File: src/rtl/mem_read_arbiter.sv
// mem_read_arbiter
//   Read-channel arbiter and address router between the core's two read
//   masters (m0 = IFU, m1 = LSU) and its two read slaves (s0 = CLINT,
//   s1 = main-memory bridge). Only one read is in flight at a time.
//   Masters are granted round-robin. The latched address selects the slave.
//   An address-phase watchdog turns a slave that never accepts into an
//   error response to the master.
//
// Parameters:
//   CLINT_BASE, CLINT_SIZE  byte window routed to s0; everything else goes to s1
//   TIMEOUT                 max ADDR cycles without raddr_ready; 0 disables it
//
// Ports:
//   clk, rst                                   clock, synchronous active-high reset
//   mN_raddr, mN_rsize, mN_raddr_valid (in)    master N request
//   mN_raddr_ready (out)                       master N request accepted
//   mN_rdata, mN_rerr, mN_rdata_valid (out)    master N response
//   mN_rdata_ready (in)                        master N response accepted
//   sN_raddr, sN_rsize, sN_raddr_valid (out)   slave N address phase
//   sN_raddr_ready (in)                        slave N address accepted
//   sN_rdata, sN_rdata_valid (in)              slave N data phase
//   sN_rdata_ready (out)                       slave N data accepted
module mem_read_arbiter #(
  parameter logic [31:0] CLINT_BASE = 32'h0200_0000,
  parameter logic [31:0] CLINT_SIZE = 32'h0001_0000,
  parameter int unsigned TIMEOUT    = 255
) (
  input  logic        clk,
  input  logic        rst,
  // IFU
  input  logic [31:0] m0_raddr,
  input  logic [2:0]  m0_rsize,
  input  logic        m0_raddr_valid,
  output logic        m0_raddr_ready,
  output logic [63:0] m0_rdata,
  output logic        m0_rerr,
  output logic        m0_rdata_valid,
  input  logic        m0_rdata_ready,
  // LSU
  input  logic [31:0] m1_raddr,
  input  logic [2:0]  m1_rsize,
  input  logic        m1_raddr_valid,
  output logic        m1_raddr_ready,
  output logic [63:0] m1_rdata,
  output logic        m1_rerr,
  output logic        m1_rdata_valid,
  input  logic        m1_rdata_ready,
  // CLINT
  output logic [31:0] s0_raddr,
  output logic [2:0]  s0_rsize,
  output logic        s0_raddr_valid,
  input  logic        s0_raddr_ready,
  input  logic [63:0] s0_rdata,
  input  logic        s0_rdata_valid,
  output logic        s0_rdata_ready,
  // memory bridge
  output logic [31:0] s1_raddr,
  output logic [2:0]  s1_rsize,
  output logic        s1_raddr_valid,
  input  logic        s1_raddr_ready,
  input  logic [63:0] s1_rdata,
  input  logic        s1_rdata_valid,
  output logic        s1_rdata_ready
);

  typedef enum logic [1:0] {IDLE, ADDR, DATA, ERR} state_t;

  state_t      state;
  state_t      state_next;

  logic        last;
  logic        gnt;
  logic        sel;
  logic [31:0] addr_q;
  logic [2:0]  size_q;
  logic [31:0] wd_cnt;

  logic        any_req;
  logic        grant_id;
  logic [31:0] req_addr;
  logic [2:0]  req_size;
  logic        req_is_clint;
  logic [32:0] addr_ext;
  logic [32:0] win_lo;
  logic [32:0] win_hi;

  logic        sel_raddr_ready;
  logic        sel_rdata_valid;
  logic [63:0] sel_rdata;
  logic        gnt_rdata_ready;
  logic        timeout_hit;
  logic        txn_done;

  // With both masters requesting, the one that did not complete last wins;
  // otherwise the single requester is granted.
  assign any_req  = m0_raddr_valid | m1_raddr_valid;
  assign grant_id = (m0_raddr_valid && m1_raddr_valid) ? ~last : m1_raddr_valid;
  assign req_addr = grant_id ? m1_raddr : m0_raddr;
  assign req_size = grant_id ? m1_rsize : m0_rsize;

  // Window compare is 33 bits wide so CLINT_BASE + CLINT_SIZE cannot wrap.
  assign addr_ext     = {1'b0, req_addr};
  assign win_lo       = {1'b0, CLINT_BASE};
  assign win_hi       = {1'b0, CLINT_BASE} + {1'b0, CLINT_SIZE};
  assign req_is_clint = (addr_ext >= win_lo) && (addr_ext < win_hi);

  assign sel_raddr_ready = sel ? s1_raddr_ready : s0_raddr_ready;
  assign sel_rdata_valid = sel ? s1_rdata_valid : s0_rdata_valid;
  assign sel_rdata       = sel ? s1_rdata       : s0_rdata;
  assign gnt_rdata_ready = gnt ? m1_rdata_ready : m0_rdata_ready;

  // wd_cnt holds the number of ADDR cycles already spent without a handshake.
  // The cycle where it equals TIMEOUT-1 is the last one allowed.
  assign timeout_hit = (TIMEOUT != 0) && (wd_cnt == TIMEOUT - 1);

  assign txn_done = ((state == DATA) && sel_rdata_valid && gnt_rdata_ready) ||
                    ((state == ERR) && gnt_rdata_ready);

  always_ff @(posedge clk) begin
    if (rst) begin
      state <= IDLE;
    end else begin
      state <= state_next;
    end
  end

  always_comb begin
    state_next = state;
    case (state)
      IDLE: if (any_req) state_next = ADDR;
      ADDR: begin
        if (sel_raddr_ready) begin
          state_next = DATA;
        end else if (timeout_hit) begin
          state_next = ERR;
        end
      end
      DATA: if (sel_rdata_valid && gnt_rdata_ready) state_next = IDLE;
      ERR:  if (gnt_rdata_ready) state_next = IDLE;
      default: state_next = IDLE;
    endcase
  end

  // The request is captured on the accept cycle. last is updated only when a
  // transaction completes, so an abandoned (reset) read does not count.
  always_ff @(posedge clk) begin
    if (rst) begin
      last   <= 1'b1;
      gnt    <= 1'b0;
      sel    <= 1'b0;
      addr_q <= '0;
      size_q <= '0;
      wd_cnt <= '0;
    end else begin
      if (state == IDLE && any_req) begin
        gnt    <= grant_id;
        sel    <= ~req_is_clint;
        addr_q <= req_addr;
        size_q <= req_size;
      end
      if (state == ADDR && state_next == ADDR) begin
        wd_cnt <= wd_cnt + 32'd1;
      end else begin
        wd_cnt <= '0;
      end
      if (txn_done) begin
        last <= gnt;
      end
    end
  end

  // Everything defaults to 0 so that unselected ports stay quiet. Reset also
  // forces the outputs low, including the combinational accept/data paths.
  always_comb begin
    m0_raddr_ready = 1'b0;
    m0_rdata       = '0;
    m0_rerr        = 1'b0;
    m0_rdata_valid = 1'b0;
    m1_raddr_ready = 1'b0;
    m1_rdata       = '0;
    m1_rerr        = 1'b0;
    m1_rdata_valid = 1'b0;
    s0_raddr       = '0;
    s0_rsize       = '0;
    s0_raddr_valid = 1'b0;
    s0_rdata_ready = 1'b0;
    s1_raddr       = '0;
    s1_rsize       = '0;
    s1_raddr_valid = 1'b0;
    s1_rdata_ready = 1'b0;
    if (!rst) begin
      case (state)
        IDLE: begin
          m0_raddr_ready = any_req && !grant_id;
          m1_raddr_ready = any_req && grant_id;
        end
        ADDR: begin
          if (sel) begin
            s1_raddr       = addr_q;
            s1_rsize       = size_q;
            s1_raddr_valid = 1'b1;
          end else begin
            s0_raddr       = addr_q;
            s0_rsize       = size_q;
            s0_raddr_valid = 1'b1;
          end
        end
        DATA: begin
          if (sel) begin
            s1_rdata_ready = gnt_rdata_ready;
          end else begin
            s0_rdata_ready = gnt_rdata_ready;
          end
          if (gnt) begin
            m1_rdata_valid = sel_rdata_valid;
            m1_rdata       = sel_rdata_valid ? sel_rdata : '0;
          end else begin
            m0_rdata_valid = sel_rdata_valid;
            m0_rdata       = sel_rdata_valid ? sel_rdata : '0;
          end
        end
        ERR: begin
          if (gnt) begin
            m1_rdata_valid = 1'b1;
            m1_rerr        = 1'b1;
          end else begin
            m0_rdata_valid = 1'b1;
            m0_rerr        = 1'b1;
          end
        end
        default: ;
      endcase
    end
  end

endmodule

File: config.mk
export PLATFORM = sky130hd
export DESIGN_NAME = mem_read_arbiter
export DESIGN_NICKNAME = d
export VERILOG_FILES = /design/src/rtl/mem_read_arbiter.sv
export SDC_FILE = /design/constraint.sdc
export NUM_CORES = 1
export LEC_CHECK = 0
export ABC_AREA = 1
export ABC_CLOCK_PERIOD_IN_PS = 2900
export CAP_MARGIN = 10
export CELL_PAD_IN_SITES_DETAIL_PLACEMENT = 1
export CELL_PAD_IN_SITES_GLOBAL_PLACEMENT = 1
export CORE_MARGIN = 2
export CORE_UTILIZATION = 23
export DETAILED_ROUTE_END_ITERATION = 10
export GPL_TIMING_DRIVEN = 0
export HOLD_SLACK_MARGIN = 0.06
export PLACE_DENSITY = 0.82
export SLEW_MARGIN = 20
export SYNTH_ARGS = -nofsm -noshare
export SYNTH_HDL_FRONTEND = slang
export SYNTH_SLANG_ARGS = --single-unit
File: constraint.sdc
create_clock -name clk -period 2.9 [get_ports clk]
set_input_delay 0.58 -clock clk [delete_from_list [all_inputs] [get_ports clk]]
set_output_delay 0.58 -clock clk [all_outputs]
set_load 0.02 [all_outputs]
Yosys cells after proc, flatten, opt, wreduce, memory -nomap -nowiden
Index checks and enable logic that the tools add are counted.

storage, ports and cells
  bits in registers = 72
  bits in latches = 0
  bits in writable memories = 0
  ROM bits = 0
  input bits = 208
  output and inout bits = 208
  logic and storage cells = 93
  memories kept = 0

cells by class
  $add $sub $neg = 1
  multiply operators = 0
  divide/modulo/power cells = 0
  magnitude comparators = 2
  equal/unequal tests = 5
  shifts and indexed selects = 0
  multiplexer cells = 60
  bitwise logic cells = 4
  reduce and logical (&&, ||, !) cells = 14

operator list
  operator                                                                         count
  64-bit 2-to-1 mux                                                                8
  32-bit 2-to-1 mux                                                                7
  32-bit by 1-bit adder with 32-bit output (second input constant)                 1
  32-bit by 8-bit equality test with 1-bit output (second input constant)          1
  32-bit by 26-bit >= comparator with 1-bit output (second input constant)         1
  32-bit by 26-bit less-than comparator with 1-bit output (second input constant)  1
  1-bit 2-to-1 mux                                                                 30
  3-bit 2-to-1 mux                                                                 7
  1-bit logical AND                                                                10
  2-bit 2-to-1 mux                                                                 5
  2-bit case mux with 4 select lines                                               1
  2-bit by 1-bit equality test with 1-bit output (second input constant)           2
  2-bit equality test (second input constant)                                      2
  1-bit case mux with 2 select lines                                               2
  1-bit NOT                                                                        3
  2-bit zero test                                                                  1
  2-bit OR reduction                                                               1
  1-bit zero test                                                                  1
  1-bit logical OR                                                                 1
  1-bit OR                                                                         1

Longest topological paths before layout
Gate-level depths: netlist of the first run.

  depth after elaboration = 8
  gate-level depth with buffers = 12
  mapped depth without buffers = 11

Worst setup path after synthesis of the first run
OpenSTA, ideal clock, no wires.

  path type = input-to-output
  from = input rst
  to = output s1_raddr[10]
  arrival = 1.905 ns
  required time = 2.320 ns
  setup slack = 0.415 ns
  cell stages on the path = 7
  path buffers = 2
  cells stage by stage = buf_2 -> nor2_1 -> inv_1 -> nor2_1 -> inv_2 -> clkbuf_1 -> nor2_1

on the way
  word-level cells in the longest chain between the ends = 1

ends and longest elaborated chain
  element            line  text
  start, declared    29    input logic rst,
  32-bit 2-to-1 mux  191   if (!rst) begin
  end, declared      57    output logic [31:0] s1_raddr,

No other way between the ends.

Worst setup path in the final report of the first run
  from = input s1_rdata_valid
  to = output m1_rdata[41]

on the way
  word-level cells in the longest chain between the ends = 5

ends and longest elaborated chain
  element            line  text
  start, declared    62    input logic s1_rdata_valid,
  1-bit 2-to-1 mux   108   assign sel_rdata_valid = sel ? s1_rdata_valid : s0_rdata_valid;
  64-bit 2-to-1 mux  216   m1_rdata = sel_rdata_valid ? sel_rdata : '0;
  64-bit 2-to-1 mux  214   if (gnt) begin
  64-bit 2-to-1 mux  192   case (state)
  64-bit 2-to-1 mux  191
  end, declared      44    output logic [63:0] m1_rdata,

No other way between the ends.

==> tab_implementation.tex, run 1 <==
\begin{tabular}{lr}
\hline
Metric & Value \\
\hline
\multicolumn{2}{l}{\textbf{Clock network}} \\
Clock slew at the register clock pins of the worst setup and hold paths & 0.06 ns \\
Buffer cell driving the clock tree root & clkbuf\_16 \\
Clock tree from TritonCTS & done \\
H-tree depth reported by CTS & 3 \\
CTS max path bufs & 2 \\
Clk\_lat worst skew & 0.34 ns \\
Clock tree sinks & 72 \\
Number of buffers added by the clock tree synthesis step & 9 \\
\multicolumn{2}{l}{\textbf{Synthesis}} \\
Combinational family with the most area after synthesis & simple AND/OR/NAND/NOR gates \\
Seq/Total Area, Yosys & between 20\% and 30\% \\
Mux cell area share after synthesis & 0\% \\
Fraction of the mapped netlist area in simple logic gates & a little under 40\% \\
Mean post-synth cell area & 5.72 µm² \\
Syn nets & approximately 1.2k \\
Arithmetic-cell share of the synthesized area counting full adders, half adders and majority gates & 0.439\% \\
Syn Std Cell Area & about 5700 µm² \\
XOR/XNOR Fraction of Synth Area & 2.61\% \\
Yosys warnings & 0 \\
Area fraction in compound gates after synthesis & 17.0\% \\
Number of distinct library cells after synthesis & 32 \\
Flip-flop and latch count after synthesis & 72 \\
Instance count of the mapped netlist & 997 \\
\multicolumn{2}{l}{\textbf{Pwr}} \\
P\_sw & 1040 µW \\
Worst VDD drop & 0.308 mV \\
Cell area power density & approximately 320 nW/µm² \\
Fraction of power spent switching nets & 31.7\% \\
Leakage power & 0.00488 µW \\
Internal Power & 2240 µW \\
Share of total power in combinational logic & 31.7\% \\
Sequential share of power & 33.8\% \\
Relative contribution of the clock network to total power & 34.5\% \\
\multicolumn{2}{l}{\textbf{Worst setup path}} \\
Slowest Stage Delay on Critical Path & 0.52 ns \\
Category of the worst setup path capture point & output port \\
Highest fanout seen on the critical path & 10 \\
Startpoint of the worst-slack reg-to-reg timing path & wd\_cnt[0] \\
Critical path launch point type & input pin \\
CP required & between 2 and 2.5 ns \\
Type of the worst setup path & in -> out \\
Cells traversed along the worst timing path & clkdlybuf4s50\_1, nand2\_1, nand2\_2, nand3\_4, clkbuf\_4, nor2\_1, dlygate4sd2\_1 \\
Arrival time reported for the critical path endpoint & 2.23 ns \\
Slowest cell on the critical path & clkdlybuf4s50\_1 \\
Setup crit start & s1\_rdata\_valid \\
\multicolumn{2}{l}{\textbf{Final layout}} \\
Layout net count & 1636 \\
Fin util & between 40\% and 50\% \\
Share of cells above drive strength 1 & 8.46\% \\
Final non-filler cell area & 10400 µm² \\
Ant diodes & 0 \\
Final instance count without filler cells & 1754 \\
Number of inserted filler cells in the final layout & 3252 \\
Synthesis-to-layout area growth & 82.0\% \\
\multicolumn{2}{l}{\textbf{Routing}} \\
Count of routing violations after the opening detailed-route iteration & 376 \\
Number of nets still failing antenna checks after routing & 0 \\
Wirelength, routed & 31000 µm \\
Detail-routed net length per standard cell & between 15 and 20 µm \\
DRC & 0 \\
First-pass detailed-route iteration total & 4 \\
Vias & 8053 \\
Via-to-Cell Ratio & 4.59 \\
\multicolumn{2}{l}{\textbf{Outcome}} \\
Status & finished clean \\
\multicolumn{2}{l}{\textbf{Place}} \\
Final RePlAce weighted congestion & $\sim$0.89 \\
Cells after DPL & 1735 \\
Post-DP HPWL & about 26000 µm \\
Port bufs & between 400 and 500 \\
Total placed instance area & 10300 µm² \\
\multicolumn{2}{l}{\textbf{Global route}} \\
Antenna violations before repair & 1 \\
All-Layer GR Usage & 22.9\% \\
Maximum number of pins on one net before global-route repair & 13 \\
Vias in the first global route & 8491 \\
Total global routing overflow & 0 \\
Global-route wire length before repair & 46700 µm \\
\multicolumn{2}{l}{\textbf{Die}} \\
Top-level I/O count & $\sim$420 \\
Initial Utilization & 23.5\% \\
Placement Rows & 57 \\
Overall die height & 161 µm \\
Total core area & about 24000 µm² \\
Die area & 26100 µm² \\
Die extent in x & between 150 and 200 µm \\
\multicolumn{2}{l}{\textbf{STA}} \\
Max Clock Freq & 356 MHz \\
RSZ-0062 raised after global routing & yes \\
Worst Tran Pin Value & 0.477 ns \\
Post-route clock skew & 0.00723 ns \\
Final period utilization & a little over nine tenths \\
Count of final max-slew check failures & 0 \\
Final number of hold-violating endpoints & 0 \\
Fin crit period & 2.81 ns \\
Hold Worst Slack & 0.475 ns \\
Worst relative slew slack & 68.2\% \\
Setup violation total in the final timing report & 0 \\
\multicolumn{2}{l}{\textbf{Min path}} \\
Critical hold path startpoint & wd\_cnt[0] \\
Class of the tightest hold or removal check & reg -> reg \\
\multicolumn{2}{l}{\textbf{Job}} \\
Reported max-cap violation count & 0 \\
\hline
\end{tabular}
==> stage by stage <==
stage,total power [µW],setup TNS [ns],worst slack [ns]
after floorplan,1630,0,0.415
after global placement,2150,-70.06,-0.707
after detailed placement,2180,-74.35,-0.721
after CTS,3310,0,0.000417
after global routing,3460,-0.0281,-0.0109
final,3290,0,0.0900
==> power by group through the flow <==
| stage | Combinational, µW | Sequential [µW] | Clock [µW] |
|---|---|---|---|
| 2_1_floorplan | 514 | 1120 | 0 |
| 3_3_place_gp | 1030 | 1130 | 0 |
| 3_5_place_dp | 1050 | 1130 | 0 |
| 4_1_cts | 1040 | 1110 | 1160 |
| 5_1_grt | 1140 | 1120 | 1200 |
| 6_report | 1040 | 1110 | 1130 |
==> flip-flops by register name, summed over array words and instances, names as in the netlist <==
signal	cells
sel	1
last	1
addr_q	32
gnt	1
state	2
wd_cnt	32
size_q	3
==> final timing paths <==
| path | cells past startpoint | slack, ns | end |
|---|---|---|---|
| worst min-delay path | 1 | 0.47 | wd_cnt[0] |
| worst max register to register | 10 | 1.19 | wd_cnt[30] |
| worst min register to register | 1 | 0.47 | wd_cnt[0] |
| worst max-delay path | 7 | 0.09 | m1_rdata[41] |
==> metal layers <==
layer	part of all wire, %	routed length, µm	vias to the layer above	global-route usage [%]
li1	-	-	3947	-
met1	41	12600	3775	26.3
met2	49	15300	284	41.5
met3	7.7	2370	45	6.96
met4	2.3	710	2	5.60
met5	0.032	10	-	0
==> timing repair <==
action	in CTS	in global routing
hold buffers	0	0
gates resized for setup	238	77
setup buffers	2	2
pin swaps	1	1
endpoints found under the setup margin	193	118
==> cell usage in the layout, fill, tap and decap left out, drive strengths merged <==
master / count
a21oi: 11
a22o: 64
a31oi: 23
and2: 1
and3: 1
buf: 33
bufinv: 1
clkbuf: 62
clkdlybuf4s15: 19
clkdlybuf4s50: 217
clkinvlp: 2
dfxtp: 72
dlygate4sd2: 147
dlymetal6s2s: 5
ha: 2
inv: 161
nand2: 196
nand3: 20
nand3b: 13
nand4: 4
nor2: 313
nor3: 6
o211ai: 1
o21ai: 37
o22ai: 1
o311ai: 1
xnor2: 9
xor2: 8
==> synthesized netlist by cell type <==
cell type	number	area [µm²]
dfxtp_1	72	1440
ha_1	2	25.0
nand2_1	192	721
nand4_1	4	25.0
nor2_4	2	22.5
and2_0	1	6.26
nand3_1	18	90.1
and3_1	1	6.26
nand2_4	1	11.3
o311ai_1	1	8.76
xnor2_1	9	78.8
buf_2	25	125
a31oi_1	23	144
o21ai_0	36	180
o22ai_1	1	6.26
xor2_1	8	70.1
inv_2	6	22.5
inv_1	154	578
nor3_1	6	30.0
buf_1	4	15.0
a22o_1	64	561
nor2_2	11	68.8
a21oi_1	11	55.1
nand3_2	2	20.0
nor2_8	1	20.0
nor2_1	299	1120
o21ai_2	1	8.76
clkbuf_1	22	82.6
o211ai_1	1	7.51
buf_6	3	33.8
nand3b_1	13	97.6
nand2_2	3	18.8
==> critical path, delay by kind of cell <==
kind / cells / cell delay [ns]
buf+inv: 3 / 1.15
simple gates: 4 / 0.50
==> kinds of logic (layout without fill, tap and decap cells) <==
logic type               count (synthesis)  count (layout)
AO/OA/AOI/OAI                          138             138
XOR/XNOR                                17              17
buffers and inverters                  214             647
adder cells (fa/ha/maj)                  2               2
flip-flops                              72              72
AND/OR/NAND/NOR                        554             554
==> layout make-up <==
cell class	count	area [µm²]	share of cell area, %
Inverter	160	601	5.79
Timing Repair Buffer	418	3880	37.3
Buffer	54	320	3.09
Tap cell	324	405	3.91
Multi-Input combinational cell	711	3440	33.1
Clock buffer	11	243	2.34
Sequential cell	72	1440	13.9
Clock inverter	4	53.8	0.518
No activity file was read; power rests on OpenSTA's default activity.
==> run 2: changes to the inputs <==
--- a/config.mk
+++ b/config.mk
@@ -13,7 +13,6 @@
 export CORE_MARGIN = 2
 export CORE_UTILIZATION = 23
 export DETAILED_ROUTE_END_ITERATION = 10
-export GPL_TIMING_DRIVEN = 0
 export HOLD_SLACK_MARGIN = 0.06
 export PLACE_DENSITY = 0.82
 export SLEW_MARGIN = 20
==> tab_implementation.tex, run 2 (synthesis gave the netlist of run 1 again) <==
\begin{tabular}{lr}
\hline
Metric & Value \\
\hline
\multicolumn{2}{l}{\textbf{Outcome}} \\
Status & finished clean \\
\multicolumn{2}{l}{\textbf{Worst setup path}} \\
Flop2flop setup slack & 0.95 ns \\
Most frequent CP cell & nand2\_1 \\
Cells traversed along the worst timing path & clkdlybuf4s50\_1, nand2\_1, nand2\_1, nand3\_2, buf\_12, nor2\_1, dlygate4sd2\_1 \\
Number of cell instances on the worst register-to-register path & 11 \\
Startpoint of the worst-slack reg-to-reg timing path & sel \\
Slowest cell on the critical path & clkdlybuf4s50\_1 \\
Arrival time reported for the critical path endpoint & 2.21 ns \\
Category of the worst setup path capture point & output port \\
Type of the worst setup path & in -> out \\
Highest fanout seen on the critical path & 64 \\
CP required & 2.32 ns \\
Endpoint of the worst register-to-register path & wd\_cnt[29] \\
Slowest Stage Delay on Critical Path & between 0.5 and 0.6 ns \\
Critical path launch point type & input pin \\
\multicolumn{2}{l}{\textbf{Min path}} \\
Capture endpoint of the worst hold path & wd\_cnt[0] \\
Hold Path Cell Cnt & 1 \\
Critical hold path startpoint & wd\_cnt[0] \\
Class of the tightest hold or removal check & reg -> reg \\
\multicolumn{2}{l}{\textbf{Global route}} \\
Antenna violations before repair & 1 \\
All-Layer GR Usage & 22.4\% \\
Total global routing overflow & 0 \\
Global-route wire length before repair & $\sim$46000 µm \\
Vias in the first global route & 8040 \\
Maximum number of pins on one net before global-route repair & 65 \\
\multicolumn{2}{l}{\textbf{STA}} \\
Final period utilization & 96.2\% \\
Hold Worst Slack & 0.474 ns \\
Count of final max-slew check failures & 0 \\
Max Clock Freq & 359 MHz \\
Final-layout setup total negative slack & 0 ns \\
Worst relative slew slack & 70.1\% \\
RSZ-0062 raised after global routing & no \\
Worst Tran Pin Value & 0.449 ns \\
Post-route clock skew & 0.00905 ns \\
Setup violation total in the final timing report & 0 \\
Final number of hold-violating endpoints & 0 \\
Fin crit period & $\sim$2.8 ns \\
\multicolumn{2}{l}{\textbf{Routing}} \\
Via-to-Cell Ratio & around 4.5 \\
Count of routing violations after the opening detailed-route iteration & 325 \\
Detail-routed net length per standard cell & about 17 µm \\
Vias & 7787 \\
Number of nets still failing antenna checks after routing & 0 \\
First-pass detailed-route iteration total & 4 \\
Wirelength, routed & 30300 µm \\
DRC & 0 \\
\multicolumn{2}{l}{\textbf{Pwr}} \\
Worst VDD drop & 0.271 mV \\
Cell area power density & 315 nW/µm² \\
Total Power Consumption & 3310 µW \\
Leakage power & 0.00484 µW \\
\multicolumn{2}{l}{\textbf{Clock network}} \\
Buffer cell driving the clock tree root & clkbuf\_16 \\
Clock slew at the register clock pins of the worst setup and hold paths & $\sim$0.060 ns \\
Clock tree from TritonCTS & done \\
Clock tree sinks & 72 \\
Hold-fix buffer count after cts & 0 \\
CTS max path bufs & 2 \\
Number of buffers added by the clock tree synthesis step & 9 \\
H-tree depth reported by CTS & 3 \\
Clk\_lat worst skew & 0.35 ns \\
\multicolumn{2}{l}{\textbf{Place}} \\
Port bufs & roughly 420 \\
Final RePlAce weighted congestion & around 0.85 \\
Post-DP HPWL & 24500 µm \\
Total placed instance area & 10300 µm² \\
\multicolumn{2}{l}{\textbf{Job}} \\
Reported max-cap violation count & 0 \\
\multicolumn{2}{l}{\textbf{Final layout}} \\
Final non-filler cell area & 10500 µm² \\
Largest registers ranked by flip-flop count & addr\_q x32, wd\_cnt x32, size\_q x3 \\
Most frequent cells in the layout & nor2\_1 (297), clkdlybuf4s50\_1 (208), nand2\_1 (192) \\
Most common library cell in the layout ignoring fill and taps & nor2\_1 \\
Share of cells above drive strength 1 & 6.98\% \\
Layout net count & around 1.6k \\
Synthesis-to-layout area growth & 84.2\% \\
\multicolumn{2}{l}{\textbf{Die}} \\
Top-level I/O count & 416 \\
Die extent in x & 161 µm \\
Placement Rows & 57 \\
Total core area & 24300 µm² \\
Overall die height & approximately 160 µm \\
Initial Utilization & a little under a quarter \\
Die area & 26100 µm² \\
\hline
\end{tabular}
-- run 2: area by class of cell --
type	count	area [µm²]
fillers	3188	13800
repair buffers	445	4310
multi-input cells	711	3440
flip-flops and latches	72	1440
inverters	160	601
well taps	324	405
clock buffers	9	225
clock inverters	7	80.1
diodes	2	5.00
-- run 2: timing repair --
action / in CTS / in global routing
setup endpoints to repair: 196 / 51
pin swaps: 1 / 0
setup buffers: 1 / 0
gates resized for setup: 250 / 3
gates cloned: 1 / 0
-- run 2: worst max-delay path: cells and delay by family --
family,cells,cell delay (ns)
simple gates,4,0.50
buf+inv,3,1.10
-- run 2: worst max-delay path by stage --
stage                     slack [ns]        endpoint  depth (start not counted)      startpoint
after floorplan                 0.42    s1_raddr[10]                          7             rst
after global placement         -0.27    m1_rdata[38]                          7             rst
after detailed placement       -0.30    m1_rdata[38]                          7             rst
after CTS                       0.03  m1_raddr_ready                          7  m1_raddr_valid
after global routing            0.02    m0_rdata[25]                          8             sel
final                           0.11    m1_rdata[14]                          7  s1_rdata_valid
-- run 2: stage by stage --
step	worst slack, ns	instances	util [%]
after floorplan	0.415	997	-
after global placement	-0.268	1710	42.5
after detailed placement	-0.303	1710	42.5
after CTS	0.0268	1728	43.2
after global routing	0.0248	1729	43.2
final	0.111	1730	43.2
-- run 2: power by group --
part	internal, µW	switching, µW	total [µW]	leakage, µW
logic	512	536	1050	0.00411
registers	1070	45.5	1110	0.000590
clock network	675	476	1150	0.000143
total	2250	1060	3310	0.00484
-- run 2: metal layers --
metal	vias up	part of all wire [%]	GRT usage (%)
met5	-	0	0
met4	0	2.3	5.76
met3	40	8.6	8.19
met2	284	48	39.5
met1	3583	41	25.4
li1	3880	-	-
